File: config.mk
export PLATFORM = sky130hd
export DESIGN_NAME = exec_cond_stage
export DESIGN_NICKNAME = d
export VERILOG_FILES = /design/src/rtl/exec_cond_stage_pkg.sv /design/src/rtl/exec_cond_stage_cond_check.sv /design/src/rtl/exec_cond_stage.sv
export SDC_FILE = /design/constraint.sdc
export NUM_CORES = 1
export LEC_CHECK = 0
export ABC_AREA = 1
export BUFFER_PORTS_ARGS = -buffer_cell sky130_fd_sc_hd__buf_4
export CORE_AREA = 4 4 88 90
export CTS_CLUSTER_DIAMETER = 200
export DETAILED_ROUTE_END_ITERATION = 10
export DIE_AREA = 0 0 92 94
export PLACE_DENSITY = 0.79
export SYNTH_ARGS = -nofsm -noshare
export SYNTH_HDL_FRONTEND = slang
export SYNTH_SLANG_ARGS = --single-unit
File: constraint.sdc
create_clock -name clk -period 4.63 [get_ports clk]
set_clock_uncertainty 0.15 [all_clocks]
set_input_delay 0.463 -clock clk [delete_from_list [all_inputs] [get_ports clk]]
set_output_delay 0.463 -clock clk [all_outputs]
set_load 0.02 [all_outputs]
File: src/rtl/exec_cond_stage_pkg.sv
// Shared processor definitions for the execute-stage condition logic:
// ARM-style condition codes, NZCV bit positions and the E->M register payload.
package exec_cond_stage_pkg;

    localparam int FLAG_N = 3;
    localparam int FLAG_Z = 2;
    localparam int FLAG_C = 1;
    localparam int FLAG_V = 0;

    typedef enum logic [3:0] {
        EQ  = 4'b0000,
        NE  = 4'b0001,
        CS  = 4'b0010,
        CC  = 4'b0011,
        MI  = 4'b0100,
        PL  = 4'b0101,
        VS  = 4'b0110,
        VC  = 4'b0111,
        HI  = 4'b1000,
        LS  = 4'b1001,
        GE  = 4'b1010,
        LT  = 4'b1011,
        GT  = 4'b1100,
        LE  = 4'b1101,
        AL  = 4'b1110,
        UNC = 4'b1111
    } cond_e;

    typedef struct packed {
        logic        pcsrc;
        logic        reg_write;
        logic        mem_to_reg;
        logic        mem_write;
        logic [3:0]  rd;
        logic [31:0] alu_result;
        logic [31:0] write_data;
    } m_reg_t;

endpackage

File: src/rtl/exec_cond_stage_cond_check.sv
// Purely combinational condition-code evaluator: decides whether the
// instruction in E executes, given the registered NZCV flags.
module cond_check
    import exec_cond_stage_pkg::*;
(
    input  logic [3:0] CondE,
    input  logic [3:0] FlagsQ,
    output logic       CondExE
);

    logic n, z, c, v;

    assign n = FlagsQ[FLAG_N];
    assign z = FlagsQ[FLAG_Z];
    assign c = FlagsQ[FLAG_C];
    assign v = FlagsQ[FLAG_V];

    // NOTE: assign a default before the case so every path drives the output and no latch is inferred.
    always_comb begin
        CondExE = 1'b1;
        case (cond_e'(CondE))
            EQ:  CondExE = z;
            NE:  CondExE = ~z;
            CS:  CondExE = c;
            CC:  CondExE = ~c;
            MI:  CondExE = n;
            PL:  CondExE = ~n;
            VS:  CondExE = v;
            VC:  CondExE = ~v;
            HI:  CondExE = c & ~z;
            LS:  CondExE = ~c | z;
            GE:  CondExE = (n == v);
            LT:  CondExE = (n != v);
            GT:  CondExE = ~z & (n == v);
            LE:  CondExE = z | (n != v);
            AL:  CondExE = 1'b1;
            UNC: CondExE = 1'b1;
            default: CondExE = 1'b1;
        endcase
    end

endmodule

File: src/rtl/exec_cond_stage.sv
// Execute-stage conditional execution: NZCV flag register, condition gating of
// side-effecting controls, and the E->M pipeline register with stall/flush.
module exec_cond_stage
    import exec_cond_stage_pkg::*;
(
    input  logic        clk,
    input  logic        reset,
    input  logic        PCSrcE,
    input  logic        RegWriteE,
    input  logic        MemtoRegE,
    input  logic        MemWriteE,
    input  logic [1:0]  FlagWriteE,
    input  logic [3:0]  CondE,
    input  logic [3:0]  RdE,
    input  logic [3:0]  ALUFlags,
    input  logic [31:0] ALUResultE,
    input  logic [31:0] WriteDataE,
    input  logic        StallM,
    input  logic        FlushM,
    output logic        PCSrcM,
    output logic        RegWriteM,
    output logic        MemtoRegM,
    output logic        MemWriteM,
    output logic [3:0]  RdM,
    output logic [31:0] ALUResultM,
    output logic [31:0] WriteDataM,
    output logic        CondExE,
    output logic        BranchTakenE,
    output logic [3:0]  FlagsQ
);

    logic [3:0] flags_d, flags_q;
    m_reg_t     m_d, m_q;
    logic       flag_en;

    cond_check u_cond_check (
        .CondE   (CondE),
        .FlagsQ  (flags_q),
        .CondExE (CondExE)
    );

    assign BranchTakenE = PCSrcE & CondExE;

    // A squashed, stalled or flushed instruction must not disturb the flags.
    assign flag_en = CondExE & ~StallM & ~FlushM;

    always_comb begin
        flags_d = flags_q;
        if (flag_en) begin
            if (FlagWriteE[1]) begin
                flags_d[FLAG_N] = ALUFlags[FLAG_N];
                flags_d[FLAG_Z] = ALUFlags[FLAG_Z];
            end
            if (FlagWriteE[0]) begin
                flags_d[FLAG_C] = ALUFlags[FLAG_C];
                flags_d[FLAG_V] = ALUFlags[FLAG_V];
            end
        end
    end

    // Flush wins over stall; a failed condition turns the instruction into a no-op.
    always_comb begin
        m_d = m_q;
        if (FlushM) begin
            m_d = '0;
        end else if (!StallM) begin
            m_d.pcsrc      = PCSrcE & CondExE;
            m_d.reg_write  = RegWriteE & CondExE;
            m_d.mem_to_reg = MemtoRegE;
            m_d.mem_write  = MemWriteE & CondExE;
            m_d.rd         = RdE;
            m_d.alu_result = ALUResultE;
            m_d.write_data = WriteDataE;
        end
    end

    // NOTE: sequential state uses non-blocking assignments so every register samples pre-edge values.
    always_ff @(posedge clk or posedge reset) begin
        if (reset) begin
            flags_q <= '0;
            m_q     <= '0;
        end else begin
            flags_q <= flags_d;
            m_q     <= m_d;
        end
    end

    assign FlagsQ     = flags_q;
    assign PCSrcM     = m_q.pcsrc;
    assign RegWriteM  = m_q.reg_write;
    assign MemtoRegM  = m_q.mem_to_reg;
    assign MemWriteM  = m_q.mem_write;
    assign RdM        = m_q.rd;
    assign ALUResultM = m_q.alu_result;
    assign WriteDataM = m_q.write_data;

endmodule

==> metrics.txt <==
status=completed; clk_lat worst skew=0.33 ns; Slew Limit Fails=0; Netlist cell types=20; # Post-CTS Setup Buffers=0; Required @ worst endpoint=4.02 ns; WP data arrival=1.84 ns; first drt pass iteration count=4; area of placed instances=0.00439 mm²; Die Y=94 µm; Final WS setup=2.18 ns; Setup WS pre-CTS=2.39 ns; row cnt=31; share of cells above drive strength 1=45.2%; Filler Cell Count=569; count of final setup violators=0; fin cells=535; Simple-Gate Fraction of Synth Area=13.6%; Synth top cells by count=76 x dfrtp_1, 69 x a22o_1, 50 x nand2_1; Overall Power=1660 µW; Detailed Route WL=9080 µm; DRC=0; ys flop type=dfrtp_1; critical path class=reg -> out; H-tree lvl count=3; syn_nets=355; CTS tree=yes; initial antenna violation count=0; EDFF count, synth=0; final instance area=0.00458 mm²; Avg Cell Area, Syn=11.4 µm²; Setup TNS Final=0 ns; Max Cap Violations=0; crit-path max cell delay=0.48 ns; total gr overflow=0; Async SR Flop Fraction=100%; initial core utilization=43.4%; # port buffers=163; CTS sink count=76; dominant delay contributor by cell family on the critical path=simple AND/OR/NAND/NOR gates; largest family of logic cells by synthesized area=compound AO/OA/AOI/OAI gates; Synthesis Warnings=0; area grow syn2layout=49.5%; Core Region=0.00706 mm²; CP Cell Sequence=inv_1 -> nand2_1 -> nand2_1 -> nand2_1 -> nand2_1 -> nand2_1 -> nand2_1 -> nor2_2 -> nand2_2 -> nand2_2 -> nor2_1 -> buf_4; Antenna Nets Post-Route=0; startpoint types=register; CP max stage cell=dfrtp_1; reg2reg start=FlagsQ[3]$_DFFE_PP0P_; PostCTS Resize Cnt=0; Total GRT Usage=21.0%; Worst Max-Slew Pin Slew=0.987 ns; Hold Crit Class=in -> async; Die Area=0.00865 mm²; cts bufs inserted=9; vias in the first global route=2752; RSZ-0062 raised after global routing=no; highest clock rate=408 MHz; crit-path max FO=6; WL/cell=17.0 µm; largest net degree at the start of global routing=63; sequential-to-total area share from yosys stat=62.0%; Die Span X=92 µm; RePlAce Congestion=0.936; antenna diode count=0; hpwl dp=6700 µm; Via density=5.10; most frequent CP cell=nand2_1; Yosys top cell area share=62.0%; first-iteration detailed-routing DRC count=106; Synth area leader=dfrtp_1; pwr/cell area=362 mW/mm²; final hold violation count=0; slew margin rel.=34.0%; first-pass GRT wire length=14100 µm; mux cell area share after synthesis=0%; count leader, synth=dfrtp_1; crit path capture type=output port; I/O Pins=164; Pleak=0.00248 µW; clock-pin slew on the worst setup and hold paths=0.08 ns; buffers and inverters on the worst path=2; CTS Buffer Depth=2; Adder-Cell Fraction of Synth Area=0%; Post-Syn Area=0.00307 mm²; clk root buf=clkbuf_8; fin crit period=2.45 ns; post-synthesis compound-gate area fraction=20.4%; period utilization=53.0%; Layout Nets=517; xor-xnor portion of the synthesized cell area=0%; Synth area leaders=dfrtp_1 62%, a22o_1 20%, nand2_1 6.1%; post-synthesis cell count=269; vias post-DR=2726; hold-fix buffers at CTS=0; Post-Place Cells=519; synthesized flop and latch total=76; Worst Setup SP=FlagsQ[3]$_DFFE_PP0P_; Worst VDD drop=0.216 mV
==> cell usage in the layout (no fill, tap or decap) <==
master | synthesis | final
nand3_1 | 11 | 11
a21oi_1 | 2 | 2
nor2_2 | 4 | 4
a22o_1 | 69 | 69
bufinv_16 | 0 | 1
o21ai_1 | 1 | 1
nand2_1 | 50 | 50
nand4_2 | 1 | 1
clkbuf_1 | 10 | 1
inv_1 | 13 | 12
clkinvlp_4 | 0 | 2
nand4_1 | 7 | 7
nor2_4 | 3 | 5
clkinv_2 | 0 | 2
inv_6 | 0 | 1
buf_4 | 0 | 166
clkbuf_8 | 0 | 9
nand2_2 | 2 | 2
o21bai_1 | 1 | 1
dfrtp_1 | 76 | 76
nand3_2 | 1 | 1
inv_2 | 2 | 3
nor2_1 | 10 | 8
clkinv_1 | 1 | 1
==> worst paths after layout <==
check	to	slack, ns	cells after the start
max in group asynchronous	ALUResultM[22]$_DFFE_PP0P_	3.23	3
min reg2reg	RegWriteM$_DFFE_PP0P_	0.35	2
max	BranchTakenE	2.18	12
min in group clk	RegWriteM$_DFFE_PP0P_	0.17	3
min	WriteDataM[3]$_DFFE_PP0P_	0.1	2
max reg2reg	FlagsQ[2]$_DFFE_PP0P_	2.88	9
==> report_power, final <==
group          internal [µW]  switching [µW]  leakage, µW
clock                    249             241    0.0000927
combinational            176             225      0.00138
sequential               714            51.2      0.00101
total                   1140             518      0.00248
==> area by class of cell <==
class | instances | area [µm²] | share of cell area (%)
repair buffers | 166 | 1250 | 27.2
clock inverters | 6 | 63.8 | 1.39
inverters | 16 | 60.1 | 1.31
clock buffers | 10 | 128 | 2.78
multi-input cells | 162 | 1060 | 23.1
flip-flops and latches | 76 | 1900 | 41.5
well taps | 99 | 124 | 2.70
==> routing by layer <==
metal  global-route usage [%]  part of all wire [%]  wire (µm)
met5                        0                     0          0
met2                     32.8                    48       4360
met1                     26.4                    40       3670
met4                     5.82                   1.2        106
met3                     9.46                    10        947
==> per-stage QoR <==
step / utilization (%) / hold WS, ns
2_1_floorplan: - / 0.423
3_3_place_gp: 62.2 / 0.317
3_5_place_dp: 62.2 / 0.325
4_1_cts: 64.9 / 0.107
5_1_grt: 64.9 / 0.139
6_report: 64.9 / 0.0989
==> sequential cells by signal, summed over array words and instances (netlist names) <==
name / count
ALUResultM: 32
FlagsQ: 4
WriteDataM: 32
MemWriteM: 1
RegWriteM: 1
MemtoRegM: 1
PCSrcM: 1
RdM: 4
==> kinds of logic after synthesis <==
group / Yosys count
compound gates: 73
buf+inv: 31
flops: 76
simple gates: 89
==> worst register-to-register path: cells and delay by family, from the launching register on <==
family | cells | cell delay, ns
and+or+nand+nor | 8 | 0.90
buffers and inverters | 1 | 0.11
DFF | 1 | 0.48
No activity file was read; power rests on OpenSTA's default activity.
